$ cat config.mk
export PLATFORM = sky130hd
export DESIGN_NAME = lieat_wbu_arbiter
export DESIGN_NICKNAME = d
export VERILOG_FILES = /design/src/rtl/lieat_wbu_arbiter.sv
export SDC_FILE = /design/constraint.sdc
export NUM_CORES = 1
export LEC_CHECK = 0
export ABC_AREA = 1
export CAP_MARGIN = 20
export CORE_MARGIN = 2
export CORE_UTILIZATION = 34
export DETAILED_ROUTE_END_ITERATION = 10
export HOLD_SLACK_MARGIN = 0.05
export PLACE_DENSITY = 0.8
export SLEW_MARGIN = 20
export SYNTH_ARGS = -nofsm -noshare
export SYNTH_HDL_FRONTEND = slang
export SYNTH_SLANG_ARGS = --single-unit
$ cat constraint.sdc
create_clock -name clock -period 1.75 [get_ports clock]
set_clock_uncertainty 0.05 [all_clocks]
set_input_delay 0.35 -clock clock [delete_from_list [all_inputs] [get_ports clock]]
set_output_delay 0.35 -clock clock [all_outputs]
set_load 0.005 [all_outputs]
$ cat src/rtl/lieat_wbu_arbiter.sv
// -----------------------------------------------------------------------------
// lieat_wbu_arbiter
//
// Writeback-stage arbiter. Three EXU result channels (com = ALU/branch, lsu,
// muldiv) compete for the single regfile write port. The winner of each cycle
// is registered and presented one cycle later on:
//   - the regfile write port (rf_wen / rf_waddr / rf_wdata), and
//   - the retire strobe (wbck_ena / wbck_op / wbu_dep_rd).
// The IDU dependency tracker uses the retire strobe to free OITF entries.
//
// Configuration macro:
//   LIEAT_WBU_RR_EN  defined   -> round-robin arbitration.
//                                 The pointer advances lsu -> muldiv -> com -> lsu.
//                    undefined -> fixed priority lsu > muldiv > com.
//                                 There is no pointer state in this build.
//
// Register index width comes from the global `REG_IDX macro. It defaults to 5
// when nothing else has defined it.
//
// Ports:
//   clock, reset                 clock, synchronous active-high reset
//   <ch>_valid / <ch>_ready      per-channel handshake (ch = com, lsu, muldiv)
//   <ch>_rdwen/<ch>_rd/<ch>_wdata  per-channel writeback payload
//   rf_wen, rf_waddr, rf_wdata   registered regfile write port
//   wbck_ena, wbck_op            registered retire strobe.
//                                wbck_op is one-hot: [0]=com [1]=lsu [2]=muldiv
//   wbu_dep_rd                   rd of the retiring op. It is 0 when idle.
//   arb_state                    arbitration pointer (0=lsu 1=muldiv 2=com).
//                                It is constant 0 in the fixed-priority build.
//
// Handshake: a channel transfers in a cycle where valid & ready are both 1.
// Ready is combinational from the valids and the pointer only. At most one
// ready is high per cycle. Every ready is 0 while reset is high. A source that
// is not granted keeps valid and payload stable. There is no backpressure from
// the regfile, so a grant is offered every cycle that any source is valid.
// -----------------------------------------------------------------------------
`ifndef REG_IDX
`define REG_IDX 5
`endif

module lieat_wbu_arbiter #(
   parameter int XLEN = 32
) (
   input  logic                clock,
   input  logic                reset,
   input  logic                com_valid,
   output logic                com_ready,
   input  logic                com_rdwen,
   input  logic [`REG_IDX-1:0] com_rd,
   input  logic [XLEN-1:0]     com_wdata,
   input  logic                lsu_valid,
   output logic                lsu_ready,
   input  logic                lsu_rdwen,
   input  logic [`REG_IDX-1:0] lsu_rd,
   input  logic [XLEN-1:0]     lsu_wdata,
   input  logic                muldiv_valid,
   output logic                muldiv_ready,
   input  logic                muldiv_rdwen,
   input  logic [`REG_IDX-1:0] muldiv_rd,
   input  logic [XLEN-1:0]     muldiv_wdata,
   output logic                rf_wen,
   output logic [`REG_IDX-1:0] rf_waddr,
   output logic [XLEN-1:0]     rf_wdata,
   output logic                wbck_ena,
   output logic [2:0]          wbck_op,
   output logic [`REG_IDX-1:0] wbu_dep_rd,
   output logic [1:0]          arb_state
);

   localparam logic [1:0] PTR_LSU    = 2'd0;
   localparam logic [1:0] PTR_MULDIV = 2'd1;
   localparam logic [1:0] PTR_COM    = 2'd2;

   // Arbiter choice before the reset mask.
   logic grant_com;
   logic grant_lsu;
   logic grant_muldiv;

   // Transfers actually taking place this cycle (= ready, since a grant implies valid).
   logic xfer_com;
   logic xfer_lsu;
   logic xfer_muldiv;
   logic xfer_any;

`ifdef LIEAT_WBU_RR_EN
   // ---------------------------------------------------------------------------
   // Round-robin pointer: state register / next-state / grant (output) logic
   // ---------------------------------------------------------------------------
   logic [1:0] ptr_q;
   logic [1:0] ptr_d;

   always_ff @(posedge clock) begin
      if (reset) begin
         ptr_q <= PTR_LSU;
      end else begin
         ptr_q <= ptr_d;
      end
   end

   // The pointer moves to the source after the one granted.
   // It holds when nothing is granted.
   always_comb begin
      ptr_d = ptr_q;
      if (xfer_lsu) begin
         ptr_d = PTR_MULDIV;
      end else if (xfer_muldiv) begin
         ptr_d = PTR_COM;
      end else if (xfer_com) begin
         ptr_d = PTR_LSU;
      end
   end

   // The pointed-to source has the highest priority. The other two follow
   // in rotation order. The unused encoding 3 behaves like lsu.
   always_comb begin
      grant_com    = 1'b0;
      grant_lsu    = 1'b0;
      grant_muldiv = 1'b0;
      case (ptr_q)
         PTR_MULDIV: begin
            if (muldiv_valid)   grant_muldiv = 1'b1;
            else if (com_valid) grant_com    = 1'b1;
            else if (lsu_valid) grant_lsu    = 1'b1;
         end
         PTR_COM: begin
            if (com_valid)         grant_com    = 1'b1;
            else if (lsu_valid)    grant_lsu    = 1'b1;
            else if (muldiv_valid) grant_muldiv = 1'b1;
         end
         default: begin
            if (lsu_valid)         grant_lsu    = 1'b1;
            else if (muldiv_valid) grant_muldiv = 1'b1;
            else if (com_valid)    grant_com    = 1'b1;
         end
      endcase
   end

   assign arb_state = ptr_q;
`else
   // ---------------------------------------------------------------------------
   // Fixed priority lsu > muldiv > com. Com can starve while lsu/muldiv stay valid.
   // ---------------------------------------------------------------------------
   always_comb begin
      grant_com    = 1'b0;
      grant_lsu    = 1'b0;
      grant_muldiv = 1'b0;
      if (lsu_valid)         grant_lsu    = 1'b1;
      else if (muldiv_valid) grant_muldiv = 1'b1;
      else if (com_valid)    grant_com    = 1'b1;
   end

   assign arb_state = PTR_LSU;
`endif

   // Reset masks every ready, so a transfer can never happen in the reset cycle.
   assign xfer_com    = grant_com    & ~reset;
   assign xfer_lsu    = grant_lsu    & ~reset;
   assign xfer_muldiv = grant_muldiv & ~reset;
   assign xfer_any    = xfer_com | xfer_lsu | xfer_muldiv;

   assign com_ready    = xfer_com;
   assign lsu_ready    = xfer_lsu;
   assign muldiv_ready = xfer_muldiv;

   // Payload of the granted channel. The grant is one-hot.
   logic                sel_rdwen;
   logic [`REG_IDX-1:0] sel_rd;
   logic [XLEN-1:0]     sel_wdata;

   always_comb begin
      sel_rdwen = com_rdwen;
      sel_rd    = com_rd;
      sel_wdata = com_wdata;
      if (xfer_lsu) begin
         sel_rdwen = lsu_rdwen;
         sel_rd    = lsu_rd;
         sel_wdata = lsu_wdata;
      end else if (xfer_muldiv) begin
         sel_rdwen = muldiv_rdwen;
         sel_rd    = muldiv_rd;
         sel_wdata = muldiv_wdata;
      end
   end

   // ---------------------------------------------------------------------------
   // Registered output stage.
   // On an idle cycle the strobes go low and rf_waddr/rf_wdata hold their values.
   // A write to x0, or an op with no rd, still retires with wbck_ena=1 so its
   // OITF entry is freed, but it does not write the regfile.
   // ---------------------------------------------------------------------------
   always_ff @(posedge clock) begin
      if (reset) begin
         rf_wen     <= 1'b0;
         rf_waddr   <= '0;
         rf_wdata   <= '0;
         wbck_ena   <= 1'b0;
         wbck_op    <= 3'b000;
         wbu_dep_rd <= '0;
      end else if (xfer_any) begin
         rf_wen     <= sel_rdwen & (sel_rd != '0);
         rf_waddr   <= sel_rd;
         rf_wdata   <= sel_wdata;
         wbck_ena   <= 1'b1;
         wbck_op    <= {xfer_muldiv, xfer_lsu, xfer_com};
         wbu_dep_rd <= sel_rd;
      end else begin
         rf_wen     <= 1'b0;
         wbck_ena   <= 1'b0;
         wbck_op    <= 3'b000;
         wbu_dep_rd <= '0;
      end
   end

endmodule

# Word-level counts from Yosys, hierarchy flattened
# Cells that the tools add are included.
[word_totals]
out_inout_bits = 52
reg_bits = 47
inputBits = 119
[classes]
mux = 13
reduce_logical = 2
bitwise_logic = 8
[ops]
columns = ["op", "count"]
rows = [
  ["2-to-1 mux 32 bit", 2],
  ["2-to-1 mux 5 bit", 2],
  ["2-to-1 mux 1 bit", 9],
  ["nonzero test 5 bit", 1],
  ["bitwise AND 1 bit", 4],
  ["NOT 1 bit", 2],
  ["OR 1 bit", 2],
  ["OR reduction 2 bit", 1],
]

# Longest topological paths before layout
# Gate-level depths: netlist of the first run.
[logic_depth]
ltp_word = 8
ltp_mapped = 11
ltp_nobuf = 10

# Least setup slack after synthesis of the first run
# OpenSTA, ideal clock, no wires.
[synth_path]
kind = "input port to flip-flop"
from = "input lsu_valid"
to = "register rf_wen"
setup_slack_ns = 0.347
cell_stages = 9
setup_time_ns = 0.118
arrival_ns = 1.235
cell_sequence = "inv_1 -> nor2_4 -> inv_2 -> buf_6 -> or2_2 -> nand2_1 -> nand3_1 -> nor2_1 -> nor2_1"
[synth_via]
elab_chain_len = 6
word_cells_on_any_way = 16
cone_classes = "7 x mux; 7 x bitwise; 2 x reduce/logical"
[synth_lines]
columns = ["element", "line", "rtl"]
rows = [
  ["start, declared", "51", "input logic lsu_valid,"],
  ["2-to-1 mux 1 bit *", "147", "if (lsu_valid) grant_lsu = 1'b1;"],
  ["bitwise AND 1 bit *", "157", "assign xfer_lsu = grant_lsu & ~reset;"],
  ["named net lsu_ready", "52", "output logic lsu_ready,"],
  ["OR 1 bit (2 in series)", "159", "assign xfer_any = xfer_com | xfer_lsu | xfer_muldiv;"],
  ["NOT 1 bit (no line)", "n/a", ""],
  ["OR reduction 2 bit (no line)", "n/a", ""],
  ["end signal, assigned", "200", "rf_wen <= sel_rdwen & (sel_rd != '0);"],
  ["end, declared", "61", "output logic rf_wen,"],
]
# The timed path passes the listed nets; every way through them passes the cells marked *.
# A chain may end at the register's enable or synchronous reset.

# Worst setup path after layout of the first run
[layout_path]
from = "register rf_wdata[10]"
to = "output rf_wdata[10]"
[layout_lines]
columns = ["element", "line", "rtl"]
rows = [
  ["start, declared", "63", "output logic [XLEN-1:0] rf_wdata,"],
  ["start signal, assigned", "202", "rf_wdata <= sel_wdata;"],
]
# No word-level cell between the ends.

==> results.json, run 1 <==
{
  "yosys_warnings": 0,
  "start_util_pct": 34.61,
  "drive_gt1_share_pct": 11.24,
  "drtIter0Drc": 78,
  "cts_root_buf": "clkbuf_8",
  "drt_wl_total_mm": 7.607,
  "slew_viol_final": 0,
  "grt_setup_unrepaired": "false",
  "ctsHtreeMaxLevel": 2,
  "powerDensity_nw_per_um2": 656.2,
  "synth_cell_types": 22,
  "numPortBuffers": 168,
  "synthToLayoutAreaGrowth_pct": 85.71,
  "cp_max_fo": 2,
  "hold_buffers": 0,
  "grt_util_met2_pct": 37.34,
  "setup_viol": 0,
  "swShare_pct": 26.33,
  "drc": 0,
  "critPathArrivalTime_ns": 1.20,
  "p_int_mw": 2.076,
  "die_area_um2": 7476,
  "grt-busiest-layer": "met2",
  "antenna_left": 0,
  "p_leak_nw": 1.835,
  "fillers": 618,
  "insertion_delay_ns": 0.29,
  "path_buf_inv": 1,
  "vias": 2773,
  "peakVddDrop_uv": 337.0,
  "timing.rr.start": "rf_wdata[18]",
  "hold_viol_final": 0,
  "synth_seq_area_share_pct": 40.69,
  "die_h_um": 86.47,
  "pin_count": 171,
  "switchingPower_uw": 741.9,
  "worstHoldPathType": "flop to flop",
  "reg2reg_slack_ns": 1.12,
  "synthCells": 330,
  "setup.worst_path.start_class": "flop",
  "fin_crit_ns": 1.599,
  "clock-sinks": 47,
  "die_x_um": 86.47,
  "coreArea_um2": 6681,
  "crit_path_end_kind": "output port",
  "antenna_found_initial": 0,
  "slowest_stage": "clkdlybuf4s50_1",
  "finalNetCount": 625,
  "path_delay_family": "buffers and inverters",
  "grt.overflow.total": 0,
  "cts_tree": "done",
  "row_count": 30,
  "setup_ws_ns": 0.1507,
  "comb_power_share_pct": 33.4,
  "cap_violations": 0,
  "synth_area_um2": 2312,
  "pwr-share-clk_pct": 22.2,
  "clk_path_buf_depth": 2,
  "startpoint": "rf_wdata[10]",
  "p_seq_share_pct": 44.4,
  "r2r_cells": 2,
  "final_common_cell": "clkdlybuf4s50_1",
  "vias_per_cell": 4.724,
  "grt_util_all_layers_pct": 19.61,
  "dp_hpwl_mm": 5.941,
  "grt_use_met1_pct": 20.27,
  "grt_first_pass_wirelength_mm": 11.68,
  "grt_pass1_vias": 2575,
  "run_status": "finished clean",
  "cp-endpoint": "rf_wdata[10]",
  "wl_per_cell_um": 12.96,
  "crit_required_ns": 1.35,
  "clk_pin_slew_worst_paths_ns": 0.08,
  "firstDrtPassIters": 4,
  "crit_type": "flop to output port",
  "place_inst": 577,
  "met3_usage_pct": 7.048,
  "layout_common_cells": "161 x clkdlybuf4s50_1, 108 x nand2_1, 47 x nand3_1, 47 x dfxtp_1, 44 x o21ai_0",
  "place_ws_ns": -0.4007,
  "fin_crit_sh_pct": 91.39,
  "ys_ff_latch": 47,
  "slowest_delay_ns": 0.54,
  "antenna_cells": 0,
  "avgSynthCellArea_um2": 7.007,
  "gp_congestion": 0.7778,
  "final_cells": 587,
  "grt_max_degree": 37,
  "crit_path_cell_trace": "clkdlybuf4s50_1",
  "path_depth": 1,
  "r2r_end": "rf_wdata[18]",
  "cts_buffers": 5,
  "fmax_ghz": 0.6253
}
## layer usage
metal | vias up | share of wire (%)
met4 | 0 | 1.2
met3 | 10 | 8.1
met2 | 100 | 53
met5 | - | 0
met1 | 1231 | 38
li1 | 1432 | -
## worst min-delay path: stages (launching register included)
cell and delay, ns:
dfxtp_1 0.31, nand2_1 0.06, nand2_1 0.04
## cells by family after synthesis
| kind of cell | share of synthesized area, % |
|---|---|
| DFF | 40.69 |
| and+or+nand+nor | 34.36 |
| buffers and inverters | 8.603 |
| other | 0.1622 |
| AOI/OAI and AO/OA | 16.18 |
## registers in the layout (all words and copies together) (netlist names)
signal,cells
rf_waddr,5
rf_wdata,32
rf_wen,1
wbck_ena,1
wbck_op,3
wbu_dep_rd,5
## Yosys cell counts (all sizes together)
cell type / count / area share (%)
o211ai: 1 / 0.32
nand3: 48 / 10
inv: 13 / 2.5
o21ai: 68 / 16
or2: 3 / 0.81
nand2: 118 / 21
conb: 1 / 0.16
clkbuf: 8 / 1.4
buf: 15 / 4.7
nor2: 8 / 2.3
dfxtp: 47 / 41
## power by group through the flow
| stage | combinational (mW) | sequential [mW] | clock, mW |
|---|---|---|---|
| 6_report | 0.941 | 1.25 | 0.625 |
| 2_1_floorplan | 0.298 | 1.29 | 0 |
| 5_1_grt | 1.02 | 1.27 | 0.689 |
| 3_5_place_dp | 0.945 | 1.28 | 0 |
| 3_3_place_gp | 0.929 | 1.27 | 0 |
| 4_1_cts | 0.949 | 1.25 | 0.648 |
## worst min-delay path by stage
| stage | startpoint | end | slack (ns) | cells after the start |
|---|---|---|---|---|
| after floorplan | reset | wbck_op[1] | 0.37 | 1 |
| after global placement | rf_waddr[1] | rf_waddr[1] | 0.38 | 2 |
| after detailed placement | rf_waddr[4] | rf_waddr[4] | 0.39 | 2 |
| after CTS | rf_waddr[4] | rf_waddr[4] | 0.40 | 2 |
| after global routing | rf_waddr[4] | rf_waddr[4] | 0.41 | 2 |
| final | rf_waddr[1] | rf_waddr[1] | 0.40 | 2 |
## stage by stage
step	TNS, ns	utilization, %	instance area [µm²]	hold WS [ns]	power [mW]
after global routing	0	64.27	4294	0.4107	2.978
after floorplan	0	-	2316	0.3724	1.587
after detailed placement	-13.08	62.72	4190	0.3864	2.222
after CTS	0	64.21	4290	0.4013	2.850
after global placement	-10.81	62.72	4190	0.3794	2.200
final	0	64.27	4294	0.3991	2.818
## final cells by class
class | count | area, µm² | area share (%)
well taps | 80 | 100.1 | 2.331
repair buffers | 191 | 1924 | 44.81
multi-input cells | 248 | 1189 | 27.68
flip-flops and latches | 47 | 940.9 | 21.91
inverters | 13 | 58.81 | 1.369
clock buffers | 7 | 76.32 | 1.777
clock inverters | 1 | 5.005 | 0.1166
## repair_timing
action / in CTS / in global routing
hold endpoints to repair: 0 / 0
pin swaps: 3 / 0
endpoints found under the setup margin: 16 / 1
setup buffers: 2 / 0
gates resized for setup: 9 / 1
(Power assumes the default switching activity.)
==> inputs of run 2 (changes only) <==
--- a/config.mk
+++ b/config.mk
@@ -10,7 +10,7 @@
 export CORE_MARGIN = 2
 export CORE_UTILIZATION = 34
 export DETAILED_ROUTE_END_ITERATION = 10
-export HOLD_SLACK_MARGIN = 0.05
+export HOLD_SLACK_MARGIN = 0.12
 export PLACE_DENSITY = 0.8
 export SLEW_MARGIN = 20
 export SYNTH_ARGS = -nofsm -noshare
==> results of run 2 <==
Same layout as run 1: the final DEF is identical, and so are final timing and power.
==> inputs of run 3 (changes only) <==
--- a/config.mk
+++ b/config.mk
@@ -5,13 +5,13 @@
 export SDC_FILE = /design/constraint.sdc
 export NUM_CORES = 1
 export LEC_CHECK = 0
-export ABC_AREA = 1
+export ABC_CLOCK_PERIOD_IN_PS = 1750
 export CAP_MARGIN = 20
 export CORE_MARGIN = 2
 export CORE_UTILIZATION = 34
 export DETAILED_ROUTE_END_ITERATION = 10
 export HOLD_SLACK_MARGIN = 0.12
-export PLACE_DENSITY = 0.8
+export PLACE_DENSITY = 0.81
 export SLEW_MARGIN = 20
 export SYNTH_ARGS = -nofsm -noshare
 export SYNTH_HDL_FRONTEND = slang
==> run 3 against run 2 <==
Compared with the run above:
- first-iteration DRC count is 59% higher
- cell count is 14% lower
- non-clock buffer count is 2 higher
- synthesized area is 2.1% lower
- die area is 2.0% lower
- total power is 0.22% lower
- register-to-register slack worse by 0.17 ns
- clock power is 3.4% higher
- combinational power is 1% lower
- core utilization is 1.2 points higher
- critical path depth is 3 higher
- largest cell class unchanged
- largest power group unchanged
==> results.json, run 3 <==
{
  "timing.rr.start": "rf_wdata[3]",
  "avgSynthCellArea_um2": 8.951,
  "antenna_cells": 0,
  "crit_path_cell_trace": "buf_2 > buf_12 > nor2_4 > clkdlybuf4s50_1",
  "min-delay-start": "reset",
  "die_h_um": 85.62,
  "slowest_stage": "clkdlybuf4s50_1",
  "grt_pass1_vias": 2796,
  "drt_wl_total_mm": 8.822,
  "synth_cell_types": 30,
  "numPortBuffers": 168,
  "path_delay_family": "buffers and inverters",
  "hold_end": "wbck_op[0]",
  "grt_max_degree": 33,
  "ys_ff_latch": 47,
  "r2r_cells": 2,
  "reg2reg_slack_ns": 0.95,
  "synth_top_family_by_area": "compound AO/OA/AOI/OAI gates",
  "slew_viol_final": 0,
  "synth_top_area_share_pct": 41.55,
  "synth_xor_area_share_pct": 0,
  "yosys.area_share.adder_pct": 0,
  "synth-async-reset-ratio_pct": 0,
  "yosys-top-cells-area": "dfxtp_1 42%, o22ai_1 18%, a22oi_1 9.0%",
  "setup.worst_path.start_class": "input port",
  "start_util_pct": 35.46,
  "grt_setup_unrepaired": "false",
  "setup_viol": 0,
  "cp_max_fo": 6,
  "antenna_left": 0,
  "run_status": "finished clean",
  "clk_path_buf_depth": 2,
  "synth_compound_area_share_pct": 42.27,
  "finalNetCount": 545,
  "synthCells": 253,
  "hold_viol_final": 0,
  "fin_crit_sh_pct": 98.48,
  "clock-sinks": 47,
  "synth_area_um2": 2265,
  "holdPathStages": 2,
  "switchingPower_uw": 752.7,
  "grt_first_pass_wirelength_mm": 13.59,
  "pin_count": 171,
  "final_core_util_pct": 65.52,
  "swShare_pct": 26.77,
  "fmax_ghz": 0.5803,
  "path_buf_inv": 3,
  "yosysTopAreaCell": "dfxtp_1",
  "synth_ff_type": "dfxtp_1",
  "p_leak_nw": 1.597,
  "vias_per_cell": 5.617,
  "cts_tree": "done",
  "place_area_um2": 4076,
  "wl_per_cell_um": 17.50,
  "worstHoldPathType": "input port to flop",
  "crit_path_end_kind": "output port",
  "vias": 2831,
  "drtIter0Drc": 124,
  "yosys.area_share.simple_pct": 6.575,
  "crit_required_ns": 1.35,
  "p_int_mw": 2.059,
  "critPathArrivalTime_ns": 1.32,
  "tns_ns": 0,
  "crit_type": "input port to output port",
  "synth_mux_area_share_pct": 0.6630,
  "gp_congestion": 0.8085,
  "synth_common_cells": "64 x o22ai_1, 47 x dfxtp_1, 31 x o21ai_0",
  "die_x_um": 85.62,
  "hold_buffers": 0,
  "row_count": 29,
  "yosysMostFrequentCell": "o22ai_1",
  "comb_power_share_pct": 33.0,
  "cts_root_buf": "clkbuf_8",
  "final_common_cell": "clkdlybuf4s50_1",
  "antenna_found_initial": 0,
  "grt.overflow.total": 0,
  "cts_buffers": 5,
  "die_area_um2": 7330,
  "yosys_warnings": 0,
  "drive_gt1_share_pct": 11.24,
  "pwr-share-clk_pct": 23.0,
  "fillers": 540,
  "largest-register": "rf_wdata",
  "fin_area_um2": 4184,
  "grt_util_all_layers_pct": 23.17,
  "ctsHtreeMaxLevel": 2,
  "cap_violations": 0,
  "p_seq_share_pct": 44.0,
  "setup_ws_ns": 0.02661,
  "clk_pin_slew_worst_paths_ns": 0.08,
  "insertion_delay_ns": 0.29,
  "synth_seq_area_share_pct": 41.55,
  "fin_crit_ns": 1.723,
  "powerDensity_nw_per_um2": 672.0,
  "place_ws_ns": -0.3999,
  "dp_hpwl_mm": 6.514,
  "peakVddDrop_uv": 368.7,
  "layout_common_cells": "163 x clkdlybuf4s50_1, 64 x o22ai_1, 47 x dfxtp_1, 31 x o21ai_0, 27 x a22oi_1",
  "r2r_end": "rf_wdata[3]",
  "synth-edff-count": 0,
  "coreArea_um2": 6386,
  "drc": 0,
  "slowest_delay_ns": 0.52,
  "design_power_total_mw": 2.812,
  "synthToLayoutAreaGrowth_pct": 84.75,
  "reg.largest.list": "rf_wdata (32), rf_waddr (5), wbu_dep_rd (5)",
  "firstDrtPassIters": 5,
  "largest_register_ffs": 32
}
run 3: changes by cell type after synthesis, sizes merged, moves of 2 or more:
cell	delta
nand3	-48
a21o	+5
a22oi	+32
o22ai	+64
nor4b	+2
buf	+5
nand2b	+8
a221oi	+5
clkinv	+2
o21ai	-32
inv	-10
or2	-2
nand2	-114
run 3: layout make-up:
| cell class | instances | area [µm²] | share of cell area, % |
|---|---|---|---|
| Clock buffer | 6 | 72.57 | 1.734 |
| Clock inverter | 2 | 12.51 | 0.2990 |
| Inverter | 5 | 21.27 | 0.5084 |
| Multi-Input combinational cell | 174 | 1144 | 27.33 |
| Sequential cell | 47 | 940.9 | 22.49 |
| Tap cell | 77 | 96.34 | 2.303 |
| Timing Repair Buffer | 193 | 1897 | 45.33 |
run 3: cells by family (layout without fill, tap and decap cells):
logic type / after synthesis / count (layout)
other cells: 1 / 2
simple gates: 26 / 26
buf+inv: 33 / 206
compound gates: 145 / 145
mux: 1 / 1
flops: 47 / 47
run 3: power groups by stage:
stage                     sequential [mW]  combinational (mW)  clock [mW]
after global placement               1.26               0.901           0
after floorplan                      1.27               0.310           0
after CTS                            1.24               0.928       0.668
after global routing                 1.25               0.994       0.711
after detailed placement             1.26               0.921           0
final                                1.24               0.929       0.646
run 3: worst max path at each step:
stage	start	slack, ns	endpoint	cells past startpoint
3_3_place_gp	muldiv_valid	-0.38	com_ready	3
5_1_grt	reset	0.005	lsu_ready	4
2_1_floorplan	lsu_valid	0.25	com_ready	3
4_1_cts	lsu_valid	0.004	lsu_ready	4
3_5_place_dp	muldiv_valid	-0.40	com_ready	3
6_report	reset	0.03	lsu_ready	4
run 3: per-layer routing:
metal	part of all wire (%)	vias up	global-route usage [%]
met5	0	-	0
met4	1.7	0	7.071
met3	7.9	13	4.042
met2	50	151	39.99
met1	41	1326	29.51
li1	-	1341	-
run 3: through the flow:
| stage | cells | hold WS [ns] |
|---|---|---|
| finish | 504 | 0.3333 |
| global route | 504 | 0.3452 |
| global placement | 495 | 0.3878 |
| CTS | 503 | 0.3297 |
| detailed placement | 495 | 0.3958 |
| floorplan | 254 | 0.3773 |
run 3: repair_timing:
action	CTS	global route
pin swaps	0	1
gates resized for setup	7	1
setup endpoints to repair	2	2
buffers inserted	0	1
